===== src/rtl/gpio_cfg_sequencer_if.sv =====
// Bundles the control, table and decoder-bus signals of gpio_cfg_sequencer.
// The master modport is the sequencer side; the slave modport is the surrounding system.
interface gpio_cfg_sequencer_if #(
  parameter int AddrWidth = 16,
  parameter int BusWidth  = 32
);
  logic                          start;
  logic [7:0]                    tbl_index;
  logic [AddrWidth+BusWidth-1:0] tbl_entry;
  logic                          host_req;
  logic                          host_write;
  logic [AddrWidth-1:0]          host_addr;
  logic [BusWidth-1:0]           host_wdata;
  logic                          host_grant;
  logic                          chip_sel;
  logic                          write_reg;
  logic                          read_reg;
  logic [AddrWidth-3:0]          busaddress;
  logic [BusWidth-1:0]           busdata_out;
  logic [BusWidth-1:0]           busdata_in;
  logic                          busy;
  logic                          done;
  logic                          err;
  logic [7:0]                    skip_cnt;

  modport master (
    input  start,
    output tbl_index,
    input  tbl_entry,
    input  host_req,
    input  host_write,
    input  host_addr,
    input  host_wdata,
    output host_grant,
    output chip_sel,
    output write_reg,
    output read_reg,
    output busaddress,
    output busdata_out,
    input  busdata_in,
    output busy,
    output done,
    output err,
    output skip_cnt
  );

  modport slave (
    output start,
    input  tbl_index,
    output tbl_entry,
    output host_req,
    output host_write,
    output host_addr,
    output host_wdata,
    input  host_grant,
    input  chip_sel,
    input  write_reg,
    input  read_reg,
    input  busaddress,
    input  busdata_out,
    output busdata_in,
    input  busy,
    input  done,
    input  err,
    input  skip_cnt
  );
endinterface


===== src/rtl/gpio_cfg_sequencer.sv =====
// Walks a {addr,data} ROM table and issues decoder write cycles; the host may use the bus when idle.
// Optional macro GPIO_CFG_READBACK_EN adds a read-back-and-compare phase after every write.
module gpio_cfg_sequencer #(
  parameter int AddrWidth  = 16,
  parameter int BusWidth   = 32,
  parameter int NumEntries = 16,
  parameter int HoldCycles = 2
) (
  input  logic                  reg_clk,
  input  logic                  reset_reg_N,
  gpio_cfg_sequencer_if.master  bus
);

  localparam logic [2:0] S_IDLE  = 3'd0;
  localparam logic [2:0] S_FETCH = 3'd1;
  localparam logic [2:0] S_WRITE = 3'd2;
  localparam logic [2:0] S_GAP   = 3'd3;
  localparam logic [2:0] S_DONE  = 3'd4;
`ifdef GPIO_CFG_READBACK_EN
  localparam logic [2:0] S_RDBK  = 3'd5;
  localparam logic [2:0] S_CHECK = 3'd6;
`endif

  // Index is one bit wider than the port so that NumEntries = 256 is still reachable.
  localparam int              IdxW    = 9;
  localparam logic [IdxW-1:0] LastIdx = IdxW'(NumEntries);
  localparam int              CntW    = 4;
  localparam logic [CntW-1:0] WrLast  = CntW'(HoldCycles - 1);
`ifdef GPIO_CFG_READBACK_EN
  localparam logic [CntW-1:0] RdLast  = CntW'(HoldCycles + 2);
`endif

  localparam logic [AddrWidth-1:0] EndMarker = AddrWidth'(16'hFFFF);
  localparam logic [AddrWidth-1:0] WinLo     = AddrWidth'(16'h1100);
  localparam logic [AddrWidth-1:0] WinHi     = AddrWidth'(16'h13FF);

  logic [2:0]           r_state;
  logic [IdxW-1:0]      r_index;
  logic [CntW-1:0]      r_hold;
  logic [AddrWidth-3:0] r_waddr;
  logic [BusWidth-1:0]  r_data;
  logic                 r_err;
  logic [7:0]           r_skip;
`ifdef GPIO_CFG_READBACK_EN
  logic [BusWidth-1:0]  r_rdata;
`endif

  logic [AddrWidth-1:0] w_entry_addr;
  logic [BusWidth-1:0]  w_entry_data;
  logic                 w_entry_ok;
  logic                 w_bus_free;
  logic                 w_grant;
  logic                 w_chip_sel;
  logic                 w_write;
  logic                 w_read;
  logic [AddrWidth-3:0] w_baddr;
  logic [BusWidth-1:0]  w_bdata;
  logic                 w_unused_bits;

  assign w_entry_addr = bus.tbl_entry[AddrWidth+BusWidth-1:BusWidth];
  assign w_entry_data = bus.tbl_entry[BusWidth-1:0];
  assign w_entry_ok   = (w_entry_addr >= WinLo) && (w_entry_addr <= WinHi) &&
                        (w_entry_addr[1:0] == 2'b00);
  assign w_bus_free   = (r_state == S_IDLE) || (r_state == S_DONE);

  // A start pulse beats a simultaneous host request; reset also blocks the grant.
  assign w_grant = reset_reg_N & w_bus_free & bus.host_req & ~bus.start;

`ifdef GPIO_CFG_READBACK_EN
  assign w_unused_bits = ^bus.host_addr[1:0];
`else
  assign w_unused_bits = ^{bus.host_addr[1:0], bus.busdata_in};
`endif

  always_ff @(posedge reg_clk or negedge reset_reg_N) begin
    if (!reset_reg_N) begin
      r_state <= S_IDLE;
      r_index <= '0;
      r_hold  <= '0;
      r_waddr <= '0;
      r_data  <= '0;
      r_err   <= 1'b0;
      r_skip  <= '0;
`ifdef GPIO_CFG_READBACK_EN
      r_rdata <= '0;
`endif
    end else begin
      case (r_state)
        S_IDLE, S_DONE: begin
          if (bus.start) begin
            r_state <= S_FETCH;
            r_index <= '0;
            r_err   <= 1'b0;
            r_skip  <= '0;
          end
        end
        S_FETCH: begin
          if ((r_index == LastIdx) || (w_entry_addr == EndMarker)) begin
            r_state <= S_DONE;
          end else if (!w_entry_ok) begin
            if (r_skip != 8'hFF) begin
              r_skip <= r_skip + 8'd1;
            end
            r_err   <= 1'b1;
            r_index <= r_index + 1'b1;
          end else begin
            r_waddr <= w_entry_addr[AddrWidth-1:2];
            r_data  <= w_entry_data;
            r_hold  <= '0;
            r_state <= S_WRITE;
          end
        end
        S_WRITE: begin
          if (r_hold == WrLast) begin
            r_hold  <= '0;
`ifdef GPIO_CFG_READBACK_EN
            r_state <= S_RDBK;
`else
            r_state <= S_GAP;
`endif
          end else begin
            r_hold <= r_hold + 1'b1;
          end
        end
`ifdef GPIO_CFG_READBACK_EN
        S_RDBK: begin
          if (r_hold == RdLast) begin
            r_rdata <= bus.busdata_in;
            r_hold  <= '0;
            r_state <= S_CHECK;
          end else begin
            r_hold <= r_hold + 1'b1;
          end
        end
        S_CHECK: begin
          if (r_rdata != r_data) begin
            r_err <= 1'b1;
          end
          r_state <= S_GAP;
        end
`endif
        S_GAP: begin
          r_index <= r_index + 1'b1;
          r_state <= S_FETCH;
        end
        default: begin
          r_state <= S_IDLE;
        end
      endcase
    end
  end

  // Bus mux: the sequencer drives it in WRITE/RDBK, a granted host drives it otherwise.
  always_comb begin
    w_chip_sel = 1'b0;
    w_write    = 1'b0;
    w_read     = 1'b0;
    w_baddr    = '0;
    w_bdata    = '0;
    case (r_state)
      S_WRITE: begin
        w_chip_sel = 1'b1;
        w_write    = 1'b1;
        w_baddr    = r_waddr;
        w_bdata    = r_data;
      end
`ifdef GPIO_CFG_READBACK_EN
      S_RDBK: begin
        w_chip_sel = 1'b1;
        w_read     = 1'b1;
        w_baddr    = r_waddr;
        w_bdata    = r_data;
      end
`endif
      default: begin
        if (w_grant) begin
          w_chip_sel = 1'b1;
          w_write    = bus.host_write;
          w_read     = ~bus.host_write;
          w_baddr    = bus.host_addr[AddrWidth-1:2];
          w_bdata    = bus.host_wdata;
        end
      end
    endcase
  end

  assign bus.tbl_index   = r_index[7:0];
  assign bus.host_grant  = w_grant;
  assign bus.chip_sel    = w_chip_sel;
  assign bus.write_reg   = w_write;
  assign bus.read_reg    = w_read;
  assign bus.busaddress  = w_baddr;
  assign bus.busdata_out = w_bdata;
  assign bus.busy        = ~w_bus_free;
  assign bus.done        = (r_state == S_DONE);
  assign bus.err         = r_err;
  assign bus.skip_cnt    = r_skip;

endmodule


===== src/flat_wrapper.sv =====
// flat-port wrapper written by rule: the top's interface ports become plain ports
module gpio_cfg_sequencer_flat 
#(
  parameter int AddrWidth  = 16,
  parameter int BusWidth   = 32,
  parameter int NumEntries = 16,
  parameter int HoldCycles = 2
)
  (reg_clk, reset_reg_N, bus_start, bus_tbl_index, bus_tbl_entry, bus_host_req, bus_host_write, bus_host_addr, bus_host_wdata, bus_host_grant, bus_chip_sel, bus_write_reg, bus_read_reg, bus_busaddress, bus_busdata_out, bus_busdata_in, bus_busy, bus_done, bus_err, bus_skip_cnt);
  gpio_cfg_sequencer_if #(.AddrWidth(AddrWidth), .BusWidth(BusWidth)) bus_i ();
  input  logic reg_clk;
  input  logic reset_reg_N;
  input wire logic [$bits(bus_i.start)-1:0] bus_start;
  output wire logic [$bits(bus_i.tbl_index)-1:0] bus_tbl_index;
  input wire logic [$bits(bus_i.tbl_entry)-1:0] bus_tbl_entry;
  input wire logic [$bits(bus_i.host_req)-1:0] bus_host_req;
  input wire logic [$bits(bus_i.host_write)-1:0] bus_host_write;
  input wire logic [$bits(bus_i.host_addr)-1:0] bus_host_addr;
  input wire logic [$bits(bus_i.host_wdata)-1:0] bus_host_wdata;
  output wire logic [$bits(bus_i.host_grant)-1:0] bus_host_grant;
  output wire logic [$bits(bus_i.chip_sel)-1:0] bus_chip_sel;
  output wire logic [$bits(bus_i.write_reg)-1:0] bus_write_reg;
  output wire logic [$bits(bus_i.read_reg)-1:0] bus_read_reg;
  output wire logic [$bits(bus_i.busaddress)-1:0] bus_busaddress;
  output wire logic [$bits(bus_i.busdata_out)-1:0] bus_busdata_out;
  input wire logic [$bits(bus_i.busdata_in)-1:0] bus_busdata_in;
  output wire logic [$bits(bus_i.busy)-1:0] bus_busy;
  output wire logic [$bits(bus_i.done)-1:0] bus_done;
  output wire logic [$bits(bus_i.err)-1:0] bus_err;
  output wire logic [$bits(bus_i.skip_cnt)-1:0] bus_skip_cnt;
  assign bus_i.start = bus_start;
  assign bus_tbl_index = bus_i.tbl_index;
  assign bus_i.tbl_entry = bus_tbl_entry;
  assign bus_i.host_req = bus_host_req;
  assign bus_i.host_write = bus_host_write;
  assign bus_i.host_addr = bus_host_addr;
  assign bus_i.host_wdata = bus_host_wdata;
  assign bus_host_grant = bus_i.host_grant;
  assign bus_chip_sel = bus_i.chip_sel;
  assign bus_write_reg = bus_i.write_reg;
  assign bus_read_reg = bus_i.read_reg;
  assign bus_busaddress = bus_i.busaddress;
  assign bus_busdata_out = bus_i.busdata_out;
  assign bus_i.busdata_in = bus_busdata_in;
  assign bus_busy = bus_i.busy;
  assign bus_done = bus_i.done;
  assign bus_err = bus_i.err;
  assign bus_skip_cnt = bus_i.skip_cnt;
  gpio_cfg_sequencer #(.AddrWidth(AddrWidth), .BusWidth(BusWidth), .NumEntries(NumEntries), .HoldCycles(HoldCycles)) u_core (.reg_clk(reg_clk), .reset_reg_N(reset_reg_N), .bus(bus_i));
endmodule

===== config.mk =====
export PLATFORM = sky130hd
export DESIGN_NAME = gpio_cfg_sequencer_flat
export DESIGN_NICKNAME = d
export VERILOG_FILES = /design/src/rtl/gpio_cfg_sequencer_if.sv /design/src/rtl/gpio_cfg_sequencer.sv /design/src/flat_wrapper.sv
export SDC_FILE = /design/constraint.sdc
export NUM_CORES = 1
export LEC_CHECK = 0
export ABC_AREA = 1
export ABC_CLOCK_PERIOD_IN_PS = 2590
export BUFFER_PORTS_ARGS = -buffer_cell sky130_fd_sc_hd__clkbuf_2
export CAP_MARGIN = 20
export CORE_ASPECT_RATIO = 0.5
export CORE_MARGIN = 2
export CORE_UTILIZATION = 25
export CTS_CLUSTER_SIZE = 30
export DETAILED_ROUTE_END_ITERATION = 12
export PLACE_DENSITY = 0.61
export SLEW_MARGIN = 20
export SYNTH_ARGS = -nofsm -noshare
export SYNTH_HDL_FRONTEND = slang
export SYNTH_SLANG_ARGS = --single-unit

===== constraint.sdc =====
create_clock -name reg_clk -period 2.59 [get_ports reg_clk]
set_clock_uncertainty 0.1 [all_clocks]
set_input_delay 0.259 -clock reg_clk [delete_from_list [all_inputs] [get_ports reg_clk]]
set_output_delay 0.259 -clock reg_clk [all_outputs]
set_load 0.005 [all_outputs]

==> out/results.ini <==
[sta]
setup_tns_ns = 0
rsz0062_at_grt = no
finalSetupViolCount = 0
worst_slew_pin_slew_ns = 0.896
max_freq_mhz = 431
slew_headroom_pct = 40.2
final_hold_viol_count = 0
layout_min_cycle_time_ns = 2.32
slew_viol_final = 0
period_share_pct = 89.6

[clocking]
cts_setup_buffers = 0
ctsHoldBuffers = 0
clk_path_buf_depth = 2
clk_pin_slew_ns = 0.05
cts-resized-gates = 0
cts-root-buf = clkbuf_16
htreeDepth = 3
cts_inserted_buffers = 9
cts_tree = built
clk_latency_ns = 0.33
cts.sinks = 71

[layout]
insertedDiodeCount = 0
finalNetCount = 789
fin_util_pct = 34.7
drive_above_1_share_pct = 30.9
area_delta_synth_final_pct = 33.0

[global_routing]
overflow = 0
gr-usage-all-layers_pct = 12.4
grt_max_degree = 72
antenna_found_initial = 0
grt_pass1_vias = 3431
grt_pass1_wl_um = 16200

[synthesis]
synth_cell_types = 32
yosys.cell_count.top_type = nand2_1
synth.area.top_cells = dfrtp_1 (46%), nand2_1 (20%), a22o_1 (9.1%), nor2_1 (3.3%), buf_4 (3.1%)
synthSimpleGateAreaFrac_pct = 30.1
synth_common_cells = nand2_1 (205), dfrtp_1 (71), a22o_1 (40)
synthMuxAreaShare_pct = 0
syn_area_mm2 = 0.00384
seq_area_frac_synth_pct = 46.3
syn-num-nets = 632
synth_top_family_by_area = simple AND/OR/NAND/NOR gates
synthCells = 494
synth_edf_count = 0
synth-xor-area-share_pct = 0.912
synth_warnings = 0
synth_compound_area_share_pct = 13.0
synth_largest_area_cell = dfrtp_1
async_reset_ff_share_pct = 100
ys.flop_type = dfrtp_1
synth_top_area_share_pct = 46.3
syn_area_per_cell_um2 = 7.78
synthAdderAreaFrac_pct = 1.63
synth-seq-cells = 71

[worst_setup_path]
critPathLaunch = u_core.r_state[0]
timing_worst_setup_path_type = flip-flop to primary output
end_kind = primary output
path_max_fanout = 48
ff2ff_setup_slack_ns = 0.60
required_ns = 2.23
r2r_start = u_core.r_index[0]
critPathLaunchType = flip-flop
arrival_ns = 1.96

[placed_design]
place.gp.congestion = 0.778
port_buffers = 167
dp_hpwl_um = 7500

[worst_hold_path]
min_from = bus_tbl_entry[29]
hold_path_class = primary input to flip-flop

[floorplanning]
die_h_um = 91.7
core.rowCount = 31
start_util_pct = 26.1
coreArea_mm2 = 0.0147
fp.dieArea_mm2 = 0.0164
die_w_um = 179
ios = 202

[power_and_ir_drop]
p_int_mw = 2.24
p_sw_share_pct = 30.6
powerDensity_mw_per_mm2 = 633
leakagePower_nw = 2.87
combPwrFrac_pct = 23.1
pwr-share-clk_pct = 35.2
p_switching_mw = 0.989
seqPwrFrac_pct = 41.7
irDropWorstVdd_uv = 274

[detailed_routing]
viasPerCell = 4.19
dr.pass1.iters = 4
ant_nets = 0
drt_iter0_drc = 147
drc = 0
routed_wl_um = 10100
wl_per_cell_um = 11.9
num_vias = 3564

[flow_run]
cap_violations = 0

[status]
status = completed

state kept, by name (all words and copies together) (netlist names):
| signal | count |
|---|---|
| u_core.r_waddr | 14 |
| u_core.r_data | 32 |
| u_core.r_index | 9 |
| u_core.bus.skip_cnt | 8 |
| u_core.r_state | 3 |
| u_core.r_hold | 4 |
| u_core.bus.err | 1 |
final cells by class:
class / instances / area [um^2]
timing repair buffer: 173 / 908
fill: 1611 / 9630
tap: 198 / 248
clock buffer: 12 / 267
multi-input combinational: 358 / 1760
inverter: 38 / 144
clock inverter: 1 / 5.00
sequential: 71 / 1780
power groups by stage:
stage          clock (mW)  sequential [mW]  combinational [mW]
2_1_floorplan           0             1.34               0.499
6_report             1.14             1.35               0.746
3_3_place_gp            0             1.36               0.747
4_1_cts              1.18             1.35               0.761
3_5_place_dp            0             1.37               0.760
5_1_grt              1.23             1.36               0.863
per-layer routing:
metal	wire length, um	track usage [%]	vias to the layer above
li1	-	-	1895
met3	350	3.07	9
met4	103	3.43	0
met2	5190	21.6	62
met1	4440	15.2	1598
met5	0	0	-
cells in the final DEF (no fill, tap or decap), types with 3 or more instances in the layout:
master,netlist,routed
nand4_1,4,4
nor3b_1,3,3
nor3_1,5,5
a22o_1,40,40
o21ai_0,11,11
o21ai_1,7,7
nor2_1,34,34
a21oi_1,8,8
clkbuf_8,0,3
inv_2,5,5
clkbuf_16,0,9
clkbuf_2,0,166
buf_4,16,5
inv_1,32,32
ha_1,5,5
dfrtp_1,71,71
nand2_1,205,205
nand3_1,17,17
per-stage QoR:
| stage | area, um^2 | std cells | hold WS (ns) | power [mW] | worst slack, ns |
|---|---|---|---|---|---|
| after floorplan | 3840 | 494 | -0.137 | 1.84 | 0.893 |
| after detailed placement | 4840 | 838 | 0.356 | 2.13 | 0.571 |
| after global routing | 5110 | 851 | 0.0202 | 3.46 | 0.0713 |
| after CTS | 5110 | 851 | 0.0104 | 3.29 | 0.236 |
| final | 5110 | 851 | 0.0231 | 3.23 | 0.268 |
| after global placement | 4840 | 838 | 0.352 | 2.11 | 0.598 |
path summary, 6_finish.rpt:
| check | to | depth (start not counted) |
|---|---|---|
| hold / removal | u_core.r_data[29] | 3 |
| hold reg to reg | u_core.r_waddr[10] | 2 |
| min in group asynchronous | u_core.r_data[19] | 2 |
| setup reg to reg | u_core.r_data[14] | 12 |
| setup / recovery | bus_busaddress[11] | 9 |
| max in group asynchronous | u_core.bus.skip_cnt[2] | 2 |
worst max-delay path, cell delays in order, from the launching register on:
cell	delay (ns)
dfrtp_1	0.43
nor2_2	0.20
inv_2	0.06
nor2_1	0.15
nand3_1	0.15
inv_2	0.10
buf_12	0.22
nand2_1	0.08
o21ai_0	0.08
clkbuf_2	0.14
cells by family after synthesis:
| group | after synthesis |
|---|---|
| DFF | 71 |
| buffers and inverters | 65 |
| and+or+nand+nor | 280 |
| AOI/OAI and AO/OA | 69 |
| xor gates and xnor gates | 4 |
| adders and majority gates | 5 |
No activity file was read; power rests on OpenSTA's default activity.
